## src/rtl/wb_write_arbiter_pkg.sv

```systemverilog
// Shared constants, grant encoding and arbitration rule for the register-file write-port arbiter.
// The optional statistics counters are enabled with WB_ARB_STATS_EN (see wb_write_arbiter.sv).

// Width of the packed {rf_we, rf_wregno, rf_wdata, csr_we, csr_wcsrno, csr_wdata} WB->DE bus.
`define WBA_FROM_WB_TO_DE_W (1 + 5 + 32 + 1 + 12 + 32)

package wb_write_arbiter_pkg;

  localparam int WBA_DBITS     = 32;
  localparam int WBA_REGNOBITS = 5;
  localparam int WBA_REGWORDS  = 32;
  localparam int WBA_CSRNOBITS = 12;
  localparam int WBA_LL_DEPTH  = 4;

  typedef enum logic [1:0] {
    GNT_NONE = 2'd0,
    GNT_PIPE = 2'd1,
    GNT_LL   = 2'd2
  } grant_e;

  // Pipe has priority unless the FIFO head has waited its limit or the FIFO is full.
  function automatic grant_e wba_arbitrate(input logic pipe_req,
                                           input logic fifo_empty,
                                           input logic fifo_full,
                                           input logic starved);
    if (fifo_empty) begin
      return pipe_req ? GNT_PIPE : GNT_NONE;
    end
    if (!pipe_req || starved || fifo_full) begin
      return GNT_LL;
    end
    return GNT_PIPE;
  endfunction

endpackage

```

## src/rtl/wb_ll_fifo.sv

```systemverilog
// In-order buffer for long-latency results; also reports the set of destination
// registers held by valid entries so decode can interlock on them.
module wb_ll_fifo
  import wb_write_arbiter_pkg::*;
#(
  parameter int DEPTH     = WBA_LL_DEPTH,
  parameter int DBITS     = WBA_DBITS,
  parameter int REGNOBITS = WBA_REGNOBITS,
  parameter int REGWORDS  = WBA_REGWORDS
) (
  input  logic                     clk,
  input  logic                     reset,
  input  logic                     push_i,
  input  logic [REGNOBITS-1:0]     push_regno_i,
  input  logic [DBITS-1:0]         push_data_i,
  input  logic                     pop_i,
  output logic                     full_o,
  output logic                     empty_o,
  output logic [$clog2(DEPTH):0]   count_o,
  output logic [REGNOBITS-1:0]     head_regno_o,
  output logic [DBITS-1:0]         head_data_o,
  output logic [REGWORDS-1:0]      dest_mask_o
);

  localparam int AW = $clog2(DEPTH);
  localparam logic [AW:0] PTR_ONE = 1;

  logic [AW:0]          wr_ptr_q, wr_ptr_d;
  logic [AW:0]          rd_ptr_q, rd_ptr_d;
  logic [REGNOBITS-1:0] regno_q [DEPTH];
  logic [DBITS-1:0]     data_q  [DEPTH];
  logic                 do_push;
  logic                 do_pop;
  logic [AW-1:0]        slot;

  assign count_o = wr_ptr_q - rd_ptr_q;
  assign empty_o = (wr_ptr_q == rd_ptr_q);
  assign full_o  = (wr_ptr_q[AW-1:0] == rd_ptr_q[AW-1:0]) && (wr_ptr_q[AW] != rd_ptr_q[AW]);
  assign do_push = push_i && !full_o;
  assign do_pop  = pop_i && !empty_o;

  assign head_regno_o = regno_q[rd_ptr_q[AW-1:0]];
  assign head_data_o  = data_q[rd_ptr_q[AW-1:0]];

  always_comb begin
    wr_ptr_d = do_push ? (wr_ptr_q + PTR_ONE) : wr_ptr_q;
    rd_ptr_d = do_pop  ? (rd_ptr_q + PTR_ONE) : rd_ptr_q;
  end

  always_ff @(posedge clk) begin
    if (reset) begin
      wr_ptr_q <= '0;
      rd_ptr_q <= '0;
    end else begin
      wr_ptr_q <= wr_ptr_d;
      rd_ptr_q <= rd_ptr_d;
    end
  end

  always_ff @(posedge clk) begin
    if (do_push) begin
      regno_q[wr_ptr_q[AW-1:0]] <= push_regno_i;
      data_q[wr_ptr_q[AW-1:0]]  <= push_data_i;
    end
  end

  // A slot is live when its distance from the head is below the occupancy.
  always_comb begin
    dest_mask_o = '0;
    slot        = '0;
    for (int i = 0; i < DEPTH; i++) begin
      slot = AW'(i) - rd_ptr_q[AW-1:0];
      if ({1'b0, slot} < count_o) begin
        dest_mask_o[regno_q[i]] = 1'b1;
      end
    end
    dest_mask_o[0] = 1'b0;
  end

endmodule

```

## src/rtl/wb_write_arbiter.sv

```systemverilog
// Shares the register-file write port between pipeline writeback and buffered long-latency results.
// Define WB_ARB_STATS_EN to add the conflict / forced-grant statistics counters.
module wb_write_arbiter
  import wb_write_arbiter_pkg::*;
#(
  parameter int DBITS     = WBA_DBITS,
  parameter int REGNOBITS = WBA_REGNOBITS,
  parameter int REGWORDS  = WBA_REGWORDS,
  parameter int CSRNOBITS = WBA_CSRNOBITS,
  parameter int LL_DEPTH  = WBA_LL_DEPTH,
  parameter int MAX_WAIT  = 3
) (
  input  logic                        clk,
  input  logic                        reset,
  input  logic                        pipe_wr_reg_i,
  input  logic [REGNOBITS-1:0]        pipe_wregno_i,
  input  logic [DBITS-1:0]            pipe_regval_i,
  input  logic                        pipe_wr_csr_i,
  input  logic [CSRNOBITS-1:0]        pipe_wcsrno_i,
  output logic                        pipe_stall_o,
  input  logic                        ll_valid_i,
  output logic                        ll_ready_o,
  input  logic [REGNOBITS-1:0]        ll_wregno_i,
  input  logic [DBITS-1:0]            ll_regval_i,
  output logic [REGWORDS-1:0]         ll_pending_o,
  output logic [$clog2(LL_DEPTH):0]   fifo_count_o,
  output logic                        rf_we_o,
  output logic [REGNOBITS-1:0]        rf_wregno_o,
  output logic [DBITS-1:0]            rf_wdata_o,
  output logic                        csr_we_o,
  output logic [CSRNOBITS-1:0]        csr_wcsrno_o,
  output logic [DBITS-1:0]            csr_wdata_o
`ifdef WB_ARB_STATS_EN
  ,
  output logic [31:0]                 stat_conflicts_o,
  output logic [31:0]                 stat_forced_o
`endif
);

  localparam int SW = (MAX_WAIT < 1) ? 1 : $clog2(MAX_WAIT + 1);
  localparam logic [SW-1:0] MAX_WAIT_C = SW'(MAX_WAIT);
  localparam logic [SW-1:0] SW_ONE     = 1;

  logic                 pipe_req;
  logic                 ll_push;
  logic                 fifo_full;
  logic                 fifo_empty;
  logic [REGNOBITS-1:0] head_regno;
  logic [DBITS-1:0]     head_data;
  grant_e               grant;
  logic                 ll_pop;
  logic                 starved;

  logic [SW-1:0]        starve_q, starve_d;
  logic                 rf_we_q, rf_we_d;
  logic [REGNOBITS-1:0] rf_wregno_q, rf_wregno_d;
  logic [DBITS-1:0]     rf_wdata_q, rf_wdata_d;
  logic                 csr_we_q, csr_we_d;
  logic [CSRNOBITS-1:0] csr_wcsrno_q, csr_wcsrno_d;
  logic [DBITS-1:0]     csr_wdata_q, csr_wdata_d;

  // x0 never consumes the write port, from either source.
  assign pipe_req   = pipe_wr_reg_i && (pipe_wregno_i != '0);
  assign ll_ready_o = !fifo_full && !reset;
  assign ll_push    = ll_valid_i && ll_ready_o && (ll_wregno_i != '0);

  wb_ll_fifo #(
    .DEPTH     (LL_DEPTH),
    .DBITS     (DBITS),
    .REGNOBITS (REGNOBITS),
    .REGWORDS  (REGWORDS)
  ) u_ll_fifo (
    .clk          (clk),
    .reset        (reset),
    .push_i       (ll_push),
    .push_regno_i (ll_wregno_i),
    .push_data_i  (ll_regval_i),
    .pop_i        (ll_pop),
    .full_o       (fifo_full),
    .empty_o      (fifo_empty),
    .count_o      (fifo_count_o),
    .head_regno_o (head_regno),
    .head_data_o  (head_data),
    .dest_mask_o  (ll_pending_o)
  );

  assign starved      = (starve_q == MAX_WAIT_C);
  assign grant        = wba_arbitrate(pipe_req, fifo_empty, fifo_full, starved);
  assign ll_pop       = (grant == GNT_LL);
  assign pipe_stall_o = pipe_req && (grant == GNT_LL);

  always_comb begin
    starve_d = starve_q;
    if (fifo_empty || (grant == GNT_LL)) begin
      starve_d = '0;
    end else if (!starved) begin
      starve_d = starve_q + SW_ONE;
    end
  end

  // Write-port stage: data fields hold when nothing is granted.
  always_comb begin
    rf_we_d     = 1'b0;
    rf_wregno_d = rf_wregno_q;
    rf_wdata_d  = rf_wdata_q;
    case (grant)
      GNT_PIPE: begin
        rf_we_d     = 1'b1;
        rf_wregno_d = pipe_wregno_i;
        rf_wdata_d  = pipe_regval_i;
      end
      GNT_LL: begin
        rf_we_d     = 1'b1;
        rf_wregno_d = head_regno;
        rf_wdata_d  = head_data;
      end
      default: ;
    endcase
  end

  always_comb begin
    csr_we_d     = pipe_wr_csr_i && !pipe_stall_o;
    csr_wcsrno_d = csr_wcsrno_q;
    csr_wdata_d  = csr_wdata_q;
    if (csr_we_d) begin
      csr_wcsrno_d = pipe_wcsrno_i;
      csr_wdata_d  = pipe_regval_i;
    end
  end

  always_ff @(posedge clk) begin
    if (reset) begin
      starve_q     <= '0;
      rf_we_q      <= 1'b0;
      rf_wregno_q  <= '0;
      rf_wdata_q   <= '0;
      csr_we_q     <= 1'b0;
      csr_wcsrno_q <= '0;
      csr_wdata_q  <= '0;
    end else begin
      starve_q     <= starve_d;
      rf_we_q      <= rf_we_d;
      rf_wregno_q  <= rf_wregno_d;
      rf_wdata_q   <= rf_wdata_d;
      csr_we_q     <= csr_we_d;
      csr_wcsrno_q <= csr_wcsrno_d;
      csr_wdata_q  <= csr_wdata_d;
    end
  end

  assign rf_we_o      = rf_we_q;
  assign rf_wregno_o  = rf_wregno_q;
  assign rf_wdata_o   = rf_wdata_q;
  assign csr_we_o     = csr_we_q;
  assign csr_wcsrno_o = csr_wcsrno_q;
  assign csr_wdata_o  = csr_wdata_q;

`ifdef WB_ARB_STATS_EN
  logic [31:0] stat_conflicts_q, stat_conflicts_d;
  logic [31:0] stat_forced_q, stat_forced_d;

  function automatic logic [31:0] sat_inc(input logic [31:0] v, input logic en);
    return (en && (v != '1)) ? (v + 32'd1) : v;
  endfunction

  always_comb begin
    stat_conflicts_d = sat_inc(stat_conflicts_q, pipe_req && !fifo_empty);
    stat_forced_d    = sat_inc(stat_forced_q, pipe_req && (grant == GNT_LL));
  end

  always_ff @(posedge clk) begin
    if (reset) begin
      stat_conflicts_q <= '0;
      stat_forced_q    <= '0;
    end else begin
      stat_conflicts_q <= stat_conflicts_d;
      stat_forced_q    <= stat_forced_d;
    end
  end

  assign stat_conflicts_o = stat_conflicts_q;
  assign stat_forced_o    = stat_forced_q;
`endif

endmodule

```

## config.mk

```make
export PLATFORM = sky130hd
export DESIGN_NAME = wb_write_arbiter
export DESIGN_NICKNAME = d
export VERILOG_FILES = /design/src/rtl/wb_write_arbiter_pkg.sv /design/src/rtl/wb_ll_fifo.sv /design/src/rtl/wb_write_arbiter.sv
export SDC_FILE = /design/constraint.sdc
export NUM_CORES = 1
export LEC_CHECK = 0
export BUFFER_PORTS_ARGS = -buffer_cell sky130_fd_sc_hd__buf_2
export CAP_MARGIN = 0
export CORE_ASPECT_RATIO = 1.75
export CORE_MARGIN = 2
export CORE_UTILIZATION = 46
export DETAILED_ROUTE_END_ITERATION = 7
export HOLD_SLACK_MARGIN = 0.15
export PLACE_DENSITY = 0.65
export SYNTH_ARGS = -nofsm -noshare
export SYNTH_HDL_FRONTEND = slang
export SYNTH_SLANG_ARGS = --single-unit
```

## constraint.sdc

```tcl
create_clock -name clk -period 4.4 [get_ports clk]
set_clock_uncertainty 0.15 [all_clocks]
set_input_delay 0.88 -clock clk [delete_from_list [all_inputs] [get_ports clk]]
set_output_delay 0.88 -clock clk [all_outputs]
set_load 0.01 [all_outputs]
```

== Word-level counts from Yosys, hierarchy flattened ==
Memory sizes are Yosys's and may differ from the RTL's. A register that Yosys moved wholly into a read port is not among the register bits.
Cells that the tools add are included.

* Add/subtract/negate cells: 8
* $lt $le $gt $ge: 12
* Muxes and demuxes: 29
* Eq/ne operators: 6
* Bitwise operators: 3
* Reduce and logical (&&, ||, !) cells: 26

{| class="wikitable"
|+ Operators with widths
! operator !! number
|-
| two-way mux 32 bit || 4
|-
| bitwise OR 32 bit || 3
|-
| case mux 32 bit (2 select lines) || 1
|-
| < comparator 5 x 6 -> 1 bit (second input constant) || 4
|-
| demux 1 bit (select 5 bit) || 4
|-
| greater-or-equal comparator 5 x 1 -> 1 bit (second input constant) || 4
|-
| two-way mux 2 bit || 8
|-
| logical AND 1 bit || 13
|-
| < comparator 2 x 3 -> 1 bit || 4
|-
| two-way mux 1 bit || 11
|-
| case mux 5 bit (2 select lines) || 1
|-
| nonzero test 5 bit || 2
|-
| adder 3 x 1 -> 3 bit (second input constant) || 2
|-
| zero test 1 bit || 5
|-
| == test 2 bit (second input constant) || 2
|-
| OR reduction 2 bit || 2
|-
| subtractor 1 x 2 -> 2 bit (first input constant) || 2
|-
| subtractor 2 bit (first input constant) || 2
|-
| == test 3 bit || 1
|-
| logical OR 1 bit || 3
|-
| subtractor 3 bit || 1
|-
| adder 2 x 1 -> 2 bit (second input constant) || 1
|-
| == test 2 x 1 -> 1 bit (second input constant) || 1
|-
| == test 2 bit || 1
|-
| other kinds (2) || 2
|}

* Input bits: 91
* Flip-flop bits (word level): 91
* Memory bits (writable): 148
* Output and inout port bits: 120
* Memories kept: 2

{| class="wikitable"
|+ Memories
! memory !! words !! width !! rd ports !! clocked after Yosys merged registers in !! write ports !! line !! RTL
|-
| u_ll_fifo.data_q || 4 || 32 || 1 || 1 || 1 || wb_ll_fifo.sv:31 || <nowiki>logic [DBITS-1:0] data_q [DEPTH];</nowiki>
|-
| u_ll_fifo.regno_q || 4 || 5 || 5 || 1 || 1 || wb_ll_fifo.sv:30 || <nowiki>logic [REGNOBITS-1:0] regno_q [DEPTH];</nowiki>
|}

== Longest topological paths before layout ==
Gate-level depths: netlist of run 1.

* Word-level depth: 13
* Depth in mapped cells: 12
* Gate-level depth less buffers: 11

== Modules after synthesis ==
A second synthesis of run 1 with hierarchy kept.

* Cell total of the unflattened synthesis: 819
* Area total of the unflattened synthesis: 10750.3 um^2

{| class="wikitable"
|+ By module, submodules not included
! module !! area an instance (um^2) !! sequential area each (um^2) !! cells an instance !! instances
|-
| wb_ll_fifo || 7268.2 || 4604.4 || 475 || 1
|-
| wb_write_arbiter || 3482.1 || 1701.6 || 344 || 1
|}

== Worst setup path before layout of run 1 ==
Ideal clock, no wire load.

* Path kind: input to output
* Start point: input port pipe_wregno_i[1]
* End point: output port pipe_stall_o
* Data required time: 3.370 ns
* Buffers on the path: 2
* Data arrival time: 2.529 ns
* Stages on the path: 8
* Slack: 0.841 ns
* Cells stage by stage: or4_1 o21a_1 a21oi_1 ha_1 buf_2 inv_1 clkbuf_1 nor2_1

* Longest elaborated chain between the ends: 11

{| class="wikitable"
|+ RTL lines
! item !! line !! RTL
|-
| start: declaration || wb_write_arbiter.sv:16 || <nowiki>input logic [REGNOBITS-1:0] pipe_wregno_i,</nowiki>
|-
| nonzero test 5 bit * || wb_write_arbiter.sv:63 || <nowiki>assign pipe_req = pipe_wr_reg_i && (pipe_wregno_i != '0);</nowiki>
|-
| logical AND 1 bit * || wb_write_arbiter.sv:63 ||
|-
| zero test 1 bit || wb_write_arbiter_pkg.sv:29 || <nowiki>if (!pipe_req || starved || fifo_full) begin</nowiki>
|-
| logical OR 1 bit (2 in series) || wb_write_arbiter_pkg.sv:29 ||
|-
| two-way mux 1 bit (2 in series) || wb_write_arbiter_pkg.sv:29 ||
|-
| two-way mux 2 bit || wb_write_arbiter_pkg.sv:32 || <nowiki>return GNT_PIPE;</nowiki>
|-
| two-way mux 2 bit || wb_write_arbiter_pkg.sv:29 ||
|-
| == test 2 bit || wb_write_arbiter.sv:90 || <nowiki>assign pipe_stall_o = pipe_req && (grant == GNT_LL);</nowiki>
|-
| logical AND 1 bit * || wb_write_arbiter.sv:90 ||
|-
| end: declaration || wb_write_arbiter.sv:20 || <nowiki>output logic pipe_stall_o,</nowiki>
|}

Mark *: on every way between the ends. The rest lies on a longest branch, timed or not. The select of a mux whose other input is x is not followed.

== Final worst setup path of run 1 ==
* Start point: register u_ll_fifo.wr_ptr_q[0]
* End point: output port ll_pending_o[28]

* Longest elaborated chain between the ends: 9

{| class="wikitable"
|+ RTL lines
! item !! line !! RTL
|-
| start: declaration || wb_ll_fifo.sv:28 || <nowiki>logic [AW:0] wr_ptr_q, wr_ptr_d;</nowiki>
|-
| start signal: assignment || wb_ll_fifo.sv:55 || <nowiki>wr_ptr_q <= wr_ptr_d;</nowiki>
|-
| subtractor 3 bit * || wb_ll_fifo.sv:36 || <nowiki>assign count_o = wr_ptr_q - rd_ptr_q;</nowiki>
|-
| < comparator 2 x 3 -> 1 bit || wb_ll_fifo.sv:73 || <nowiki>if ({1'b0, slot} < count_o) begin</nowiki>
|-
| two-way mux 32 bit || wb_ll_fifo.sv:73 ||
|-
| bitwise OR 32 bit (no line) || n/a ||
|-
| two-way mux 32 bit || wb_ll_fifo.sv:73 ||
|-
| bitwise OR 32 bit (no line) || n/a ||
|-
| two-way mux 32 bit || wb_ll_fifo.sv:73 ||
|-
| bitwise OR 32 bit (no line) || n/a ||
|-
| two-way mux 32 bit * || wb_ll_fifo.sv:73 ||
|-
| end: declaration || wb_write_arbiter.sv:25 || <nowiki>output logic [REGWORDS-1:0] ll_pending_o,</nowiki>
|}

Mark *: on every way between the ends. The rest lies on a longest branch, timed or not.

==> run metrics, run 1 <==
outcome finished clean; critical path fanouts, max 7; Die Span X 117.9 microns; Slew headroom 31.24%; Placed Cells 1,336; ys flop type edfxtp_1; Worst R2R Setup Slack 1.46 ns; Via-to-Cell Ratio 5.458; Wirelength per Cell 19.32 microns; Yosys top cell by area edfxtp_1; met3 WL post-DR 1.235 mm; sequential fraction of the synthesis area 60.34%; Synth area leaders edfxtp_1, dfxtp_1, mux4_2; # Max-Cap Violations 0; syn_area_per_cell 12.07 sq um; Mapped Nets 973; CP max stage delay 0.53 ns; GPL Wtd Cong 0.9117; Least-Margin Pin Slew 1.031 ns; crit start category register; count of different cell masters after synthesis 54; vias in the first global route 7,553; Die ar. 23,990 sq um; Routed Antenna Nets 0; synthesized flop and latch total 241; root buf cell clkbuf_16; Slew Viols, Final 0; Setup crit end kind output pin; layout cells sized above 1 31.35%; I/O Buffers 209; fmax 234.3 MHz; top cell type's share of synthesized area 42.52%; grt ovf 0; RSZ-0062 raised after global routing yes; core footprint 22,560 sq um; min Tclk post-route 4.269 ns; PnR worst setup slack 0.1311 ns; worst vdd ir 0.3692 mV; CP Data Required Time 3.37 ns; endpoints failing setup 0; fin crit share 97.02%; FP Rows 73; synthesis-to-finish area growth 20.27%; Clock Path Buffers 3; total track usage 22.11%; CTS Sinks 241; Syn Inst Count 866; total number of H-tree levels 1; ys async rst share 0%; first-pass GRT wire length 41.66 mm; Pwr Density 449.9 nW/um^2; CP most frequent cell inv_2; DR iter-0 viols 608; TritonCTS Buffers 22; Initial Util 46.33%; largest net degree at the start of global routing 94; DP Worst Slack 0.4727 ns; Hold Crit Class register to register; via count of the routed design 7,537; leading cell type in the layout, fill and taps excluded buf_2; Top Metal Used met5; number of synthesized flops with an enable pin 148; Synth warnings 0; Clock Latency Late Sink 0.51 ns; final hold violation count 0; DRT met1 WL 10.01 mm; detailed placement HPWL 18.05 mm; CP cell instances inv_2 -> ha_2 -> inv_1 -> fa_1 -> inv_2 -> ha_1 -> o21ba_2 -> nor2_4 -> nor3_2 -> a22oi_1 -> nand3_1 -> buf_2; Top Ports 211; Post-Route WL 26.68 mm; Crit Path Category register to output pin; FILL cells 2,023; initial antenna violation count 4; Die H 203.4 microns; Netlist Area Pre-Place 10,450 sq um; Cell Count, Final, Fillers Out 1,381; drt first pass iters 5; Leak 0.004863 uW; Clk pin slew, worst setup/hold paths 0.06 ns; Nets 1,169; # DRC 0; CTS tree built; Critical Path AT 3.24 ns; DR WL met2 14.38 mm; CP max-delay cell fa_1; most frequent cells in the layout buf_2, nand2_1, edfxtp_1; CTS Hold Buffers Added 0
## per-layer routing
layer	vias up	track usage, %
met2	261	41.40
met1	3621	25.18
met4	2	9.380
met5	-	0
met3	67	2.796
li1	3586	-
## power by group
group          switching, uW  leakage [uW]  internal, uW
clock network            805      0.000348          1040
registers                102       0.00211          2590
logic                    689       0.00240           433
total                   1600       0.00486          4060
## Yosys cell counts, drive strengths merged (3+ instances only)
cell,instances
nand3b,3
o21ba,3
and3b,4
a221oi,37
a22oi,46
nand3,8
nand2,161
o221ai,7
mux4,37
edfxtp,148
buf,19
ha,15
nor3,12
o21ai,4
clkbuf,38
a21oi,89
nor2,21
nor3b,17
dfxtp,93
and3,8
xnor2,3
nand2b,7
inv,58
## flip-flops by register name, indices dropped and copies added, names as in the netlist, named ones only
| signal | count |
|---|---|
| csr_wcsrno_o | 12 |
| csr_wdata_o | 32 |
| csr_we_o | 1 |
| rf_wdata_o | 32 |
| rf_we_o | 1 |
| rf_wregno_o | 5 |
| starve_q | 2 |
| u_ll_fifo.data_q | 128 |
| u_ll_fifo.rd_ptr_q | 3 |
| u_ll_fifo.regno_q | 20 |
| u_ll_fifo.wr_ptr_q | 3 |
## critical path: cells and delay by family, from the launching register on
family | cells | cell delay, ns
compound gates | 2 | 0.43
fa+ha+maj | 3 | 0.91
buf+inv | 4 | 0.34
flops | 1 | 0.35
simple gates | 3 | 0.68
## worst paths after layout
kind,startpoint,endpoint,depth (start not counted)
setup / recovery,u_ll_fifo.wr_ptr_q[0]$_SDFFE_PP0P_,ll_pending_o[28],12
hold / removal,csr_wdata_o[31]$_SDFFE_PP0P_,csr_wdata_o[31]$_SDFFE_PP0P_,2
setup reg to reg,u_ll_fifo.rd_ptr_q[1]$_SDFFE_PP0P_,csr_wdata_o[22]$_SDFFE_PP0P_,11
hold reg to reg,csr_wdata_o[31]$_SDFFE_PP0P_,csr_wdata_o[31]$_SDFFE_PP0P_,2
## stage by stage
stage | hold slack (ns) | util (%) | TNS, ns | cell area, sq um | total power (uW)
finish | 0.3000 | 55.72 | 0 | 12570 | 5655
global route | 0.3214 | 55.70 | -0.02199 | 12570 | 5932
CTS | 0.3032 | 55.42 | -0.3520 | 12500 | 5700
detailed placement | 0.2938 | 52.19 | 0 | 11770 | 3848
global placement | 0.2893 | 52.19 | 0 | 11770 | 3829
floorplan | 0.3177 | - | 0 | 10450 | 3412
## kinds of logic (layout without fill, tap and decap cells)
| kind of cell | Yosys count | after routing | synth area share, % |
|---|---|---|---|
| fa+ha+maj | 16 | 16 | 1.987 |
| simple gates | 252 | 252 | 11.44 |
| xor+xnor | 6 | 6 | 0.6465 |
| flops | 241 | 241 | 60.34 |
| compound gates | 196 | 196 | 12.83 |
| buf+inv | 115 | 327 | 4.549 |
| mux | 39 | 39 | 8.165 |
| other cells | 1 | 4 | 0.03588 |
## layout make-up
class | count | area, sq um | share of cell area [%]
clock buffers | 29 | 606.8 | 4.828
well taps | 300 | 375.4 | 2.986
clock inverters | 11 | 96.34 | 0.7665
inverters | 58 | 217.7 | 1.732
repair buffers | 229 | 1199 | 9.536
multi-input cells | 510 | 3757 | 29.89
diodes | 3 | 7.507 | 0.05973
flip-flops and latches | 241 | 6310 | 50.20
## what timing repair did
action,4_1_cts,5_1_grt
gates cloned,0,0
gates resized for setup,5,12
pin swaps,0,3
endpoints found under the setup margin,24,31
hold endpoints to repair,0,0
buffers inserted,0,2
No activity file was read; power rests on OpenSTA's default activity.
==> inputs of run 2 (changes only) <==
--- a/config.mk
+++ b/config.mk
@@ -7,12 +7,14 @@
 export LEC_CHECK = 0
 export BUFFER_PORTS_ARGS = -buffer_cell sky130_fd_sc_hd__buf_2
 export CAP_MARGIN = 0
+export CELL_PAD_IN_SITES_DETAIL_PLACEMENT = 1
+export CELL_PAD_IN_SITES_GLOBAL_PLACEMENT = 2
 export CORE_ASPECT_RATIO = 1.75
 export CORE_MARGIN = 2
-export CORE_UTILIZATION = 46
+export CORE_UTILIZATION = 36
 export DETAILED_ROUTE_END_ITERATION = 7
 export HOLD_SLACK_MARGIN = 0.15
-export PLACE_DENSITY = 0.65
+export PLACE_DENSITY = 0.75
 export SYNTH_ARGS = -nofsm -noshare
 export SYNTH_HDL_FRONTEND = slang
 export SYNTH_SLANG_ARGS = --single-unit
==> run metrics, run 2 (same netlist as run 1, synthesis figures left out) <==
Final Instance Area 12,650 sq um; leading cell type in the layout, fill and taps excluded buf_2; Via-to-Cell Ratio 5.184; FP Rows 82; WHS 0.3041 ns; Sw Pwr 1605 uW; CTS Sinks 241; Nets 1,161; Clk pwr share 32.6%; Routed Antenna Nets 0; grt ovf 0; synthesis-to-finish area growth 21.08%; Hold Crit Class register to register; detailed placement HPWL 20.79 mm; Least-Margin Pin Slew 1.099 ns; Leak 0.004841 uW; Slew headroom 26.74%; met3 global-route usage 3.143%; Placed Area 11,820 sq um; CTS Hold Buffers Added 0; combinational power share 20.2%; outcome finished clean; most frequent cells in the layout buf_2, nand2_1, edfxtp_1; Die ar. 30,460 sq um; PnR worst setup slack 0.1111 ns; root buf cell clkbuf_16; Crit Path Category register to output pin; Die Span X 132.8 microns; crit start category register; grt peak-use layer met2; M2 GR Usage 34.62%; Top Ports 211; initial antenna violation count 7; CP max-delay cell fa_1; Clock Latency Late Sink 0.51 ns; final hold violation count 0; worst vdd ir 0.2851 mV; CP most frequent cell inv_2; GPL Wtd Cong 0.8200; fin crit share 97.48%; CP max stage delay 0.51 ns; max FFs per register 128; DP Worst Slack 0.4836 ns; Setup crit end kind output pin; vias in the first global route 7,922; fmax 233.2 MHz; Initial Util 36.51%; met1 Use GR 22.00%; CP top delay family adder cells; Worst Path Buf+Inv 6; # DRC 0; largest net degree at the start of global routing 72; Sw Share 28.12%; I/O Buffers 209; Cell Count, Final, Fillers Out 1,452; # Max-Cap Violations 0; total number of H-tree levels 1; Clock Path Buffers 3; Hold Crit Depth 2; reg2reg path depth 11; Slew Viols, Final 0; critical path fanouts, max 7; DR iter-0 viols 329; CTS tree built; Clk pin slew, worst setup/hold paths 0.06 ns; Placed Cells 1,405; min Tclk post-route 4.289 ns; Critical Path AT 3.26 ns; Seq pwr share 47.2%; total track usage 18.93%; CP cell instances inv_2 -> ha_4 -> inv_1 -> fa_1 -> inv_2 -> ha_1 -> o21ba_2 -> nor2_4 -> buf_6 -> nor3b_4 -> buf_4 -> a22oi_1 -> nand2_1 -> buf_2; core footprint 28,630 sq um; TritonCTS Buffers 21; drt first pass iters 4; endpoints failing setup 0; CP Data Required Time 3.37 ns; Die H 229.4 microns; Post-Route WL 29.15 mm; Levels on crit path 14; total power 5708 uW; layout cells sized above 1 30.68%; via count of the routed design 7,527; Pint 4103 uW; first-pass GRT wire length 45.49 mm; Pwr Density 451.0 nW/um^2; Wirelength per Cell 20.08 microns
-- run 2: changes by cell type in the layout (fill, tap and decap cells not counted), sizes merged, moves of 2 or more --
cell    previous run  this run
buf              229       222
clkinv            10         5
clkbuf            29        25
inv               57        61
bufinv             1         3
diode              3         5
-- run 2: layout make-up --
| cell class | instances | area (sq um) |
|---|---|---|
| Antenna cell | 5 | 12.51 |
| Clock buffer | 25 | 540.5 |
| Clock inverter | 13 | 141.4 |
| Fill cell | 3108 | 15970 |
| Inverter | 58 | 217.7 |
| Multi-Input combinational cell | 510 | 3782 |
| Sequential cell | 241 | 6312 |
| Tap cell | 378 | 473.0 |
| Timing Repair Buffer | 222 | 1175 |
-- run 2: timing repair --
action	4_1_cts	5_1_grt
setup endpoints to repair	26	30
buffers inserted	0	4
resized for setup	11	12
pin swaps	0	2
-- run 2: worst min-delay path: cells and delay by family (launching register included) --
| kind | cells | cell delay, ns |
|---|---|---|
| AO/OA/AOI/OAI | 1 | 0.05 |
| flip-flops | 1 | 0.31 |
| AND/OR/NAND/NOR | 1 | 0.05 |
-- run 2: per-layer routing --
layer  share of wire [%]  vias up
met1                  40     3679
met5                0.17        -
met3                 4.9       49
li1                    -     3570
met4                 2.4        8
met2                  53      221
-- run 2: final timing paths --
check | endpoint | slack (ns) | from
max | ll_pending_o[9] | 0.11 | u_ll_fifo.wr_ptr_q[0]$_SDFFE_PP0P_
min | csr_wdata_o[12]$_SDFFE_PP0P_ | 0.30 | csr_wdata_o[12]$_SDFFE_PP0P_
max reg2reg | csr_wdata_o[18]$_SDFFE_PP0P_ | 1.43 | u_ll_fifo.rd_ptr_q[1]$_SDFFE_PP0P_
min reg2reg | csr_wdata_o[12]$_SDFFE_PP0P_ | 0.30 | csr_wdata_o[12]$_SDFFE_PP0P_
-- run 2: stage by stage --
| stage | utilization [%] | setup TNS [ns] |
|---|---|---|
| after floorplan | - | 0 |
| final | 44.21 | 0 |
| after global placement | 41.28 | 0 |
| after CTS | 43.85 | 0 |
| after global routing | 44.19 | -0.01864 |
| after detailed placement | 41.28 | 0 |
-- run 2: power groups by stage --
stage,registers (uW),logic [uW],clock network [uW]
6_report,2700,1150,1860
5_1_grt,2720,1270,2000
4_1_cts,2700,1140,1920
3_5_place_dp,2750,1120,0
3_3_place_gp,2740,1110,0
2_1_floorplan,2790,625,0
==> inputs of run 3 (changes only) <==
--- a/config.mk
+++ b/config.mk
@@ -15,6 +15,7 @@
 export DETAILED_ROUTE_END_ITERATION = 7
 export HOLD_SLACK_MARGIN = 0.15
 export PLACE_DENSITY = 0.75
+export REMOVE_ABC_BUFFERS = 1
 export SYNTH_ARGS = -nofsm -noshare
 export SYNTH_HDL_FRONTEND = slang
 export SYNTH_SLANG_ARGS = --single-unit
==> run metrics, run 3 (same netlist as run 1, synthesis figures left out) <==
CP max stage delay 0.57 ns; Crit Path Category register to output pin; Placed Cells 1,409; grt ovf 0; Final Instance Area 12,790 sq um; Hold Path Origin csr_wdata_o[6]$_SDFFE_PP0P_; outcome finished clean; Die Span X 132.8 microns; CP top delay family adder cells; Sw Share 28.73%; synthesis-to-finish area growth 22.35%; CP max-delay cell fa_1; # Max-Cap Violations 0; WHS Endpoint csr_wdata_o[6]$_SDFFE_PP0P_; endpoints failing setup 0; Levels on crit path 14; CP cell instances inv_4 -> ha_4 -> inv_1 -> fa_1 -> inv_2 -> ha_1 -> o21ba_2 -> nor2_4 -> buf_12 -> nor3b_4 -> buf_4 -> a22oi_1 -> nand2_1 -> buf_2; Clk pin slew, worst setup/hold paths 0.06 ns; via count of the routed design 7,744; GPL Wtd Cong 0.9612; Wirelength per Cell 21.74 microns; Placed Area 11,850 sq um; total number of H-tree levels 1; Post-Route WL 31.67 mm; DR iter-0 viols 336; Pint 4192 uW; Slew Viols, Final 0; Setup crit start u_ll_fifo.wr_ptr_q[0]$_SDFFE_PP0P_; drt first pass iters 5; worst r2r src u_ll_fifo.rd_ptr_q[1]$_SDFFE_PP0P_; TritonCTS Buffers 23; Leak 0.004906 uW; Hold Crit Depth 2; Worst R2R Setup Slack 1.29 ns; Worst Path Buf+Inv 6; leading cell type in the layout, fill and taps excluded buf_2; CTS tree built; Nets 1,168; Cell Count, Final, Fillers Out 1,457; Clock Latency Late Sink 0.53 ns; largest net degree at the start of global routing 70; area occupied by multi-input gates 3815 sq um; Critical Path AT 3.25 ns; Initial Util 36.51%; root buf cell clkbuf_16; fmax 233.5 MHz; total track usage 20.36%; CP Data Required Time 3.37 ns; Die H 229.4 microns; layout cells sized above 1 31.73%; Least-Margin Pin Slew 1.082 ns; Slew headroom 27.89%; min Tclk post-route 4.282 ns; initial antenna violation count 3; reg2reg path depth 11; FP Rows 82; max FFs per register 128; TNS Setup 0 ns; combinational power share 20.0%; first-pass GRT wire length 47.69 mm; Hold Crit Class register to register; Routed Antenna Nets 0; Via-to-Cell Ratio 5.315; vias in the first global route 7,937; WHS 0.3030 ns; # DRC 0; critical path fanouts, max 6; Sw Pwr 1689 uW; Storage cell area 6314 sq um; Seq pwr share 45.8%; Die ar. 30,460 sq um; I/O Buffers 209; worst vdd ir 0.2241 mV; crit start category register; Clk pwr share 34.2%; Setup crit end kind output pin; RR Endpoint csr_wdata_o[1]$_SDFFE_PP0P_; core footprint 28,630 sq um; Pwr Density 459.9 nW/um^2; CTS Sinks 241; Clock Path Buffers 3; fin crit share 97.33%; Top Ports 211; detailed placement HPWL 21.93 mm; most frequent cells in the layout buf_2, nand2_1, edfxtp_1; final hold violation count 0; FILL cells 3,060
[run 3: worst max-delay path by stage]
stage | to | slack (ns)
3_5_place_dp | ll_pending_o[4] | 0.46
4_1_cts | ll_pending_o[5] | -0.008
3_3_place_gp | ll_pending_o[16] | 0.50
5_1_grt | ll_pending_o[29] | -0.003
6_report | ll_pending_o[22] | 0.12
2_1_floorplan | csr_wcsrno_o[0]$_SDFFE_PP0P_ | -1.08
[run 3: routing by layer]
metal  global-route usage [%]  share of wire (%)  vias up
met5                        0              0.079        -
met4                    9.005                4.0        4
met3                    2.833                4.4       73
met2                    39.35                 55      254
met1                    21.54                 36     3828
li1                         -                  -     3585
[run 3: power by group through the flow]
stage	Clock [uW]	Combinational, uW	Sequential, uW
2_1_floorplan	0	568	2810
3_3_place_gp	0	1130	2730
3_5_place_dp	0	1150	2740
4_1_cts	2070	1180	2700
5_1_grt	2130	1300	2720
6_report	2010	1180	2700
[run 3: cell type report]
class | instances | share of cell area (%)
inverter | 58 | 1.722
tap | 378 | 3.699
antenna | 1 | 0.01957
clock inverter | 15 | 1.282
sequential | 241 | 49.37
timing repair buffer | 227 | 9.452
multi-input combinational | 510 | 29.83
clock buffer | 27 | 4.618
[run 3: worst reg2reg max path, delay by kind of cell (launching register included)]
family,cells,cell delay [ns]
AND/OR/NAND/NOR,2,0.41
adder cells (fa/ha/maj),2,0.59
AO/OA/AOI/OAI,3,0.58
buffers and inverters,4,0.92
flip-flops,1,0.40
[run 3: per-stage QoR]
stage	setup WS (ns)	power [uW]	utilization, %
global route	-0.003284	6151	44.67
floorplan	-1.082	3373	-
global placement	0.4978	3867	41.38
CTS	-0.007974	5941	44.30
detailed placement	0.4635	3893	41.38
finish	0.1176	5881	44.67
[run 3: what timing repair did]
action                                  in CTS  in global routing
pin swaps                                    0                  5
hold buffers                                 0                  0
endpoints found under the setup margin      30                 29
gates resized for setup                     15                 14
setup buffers                                0                  5
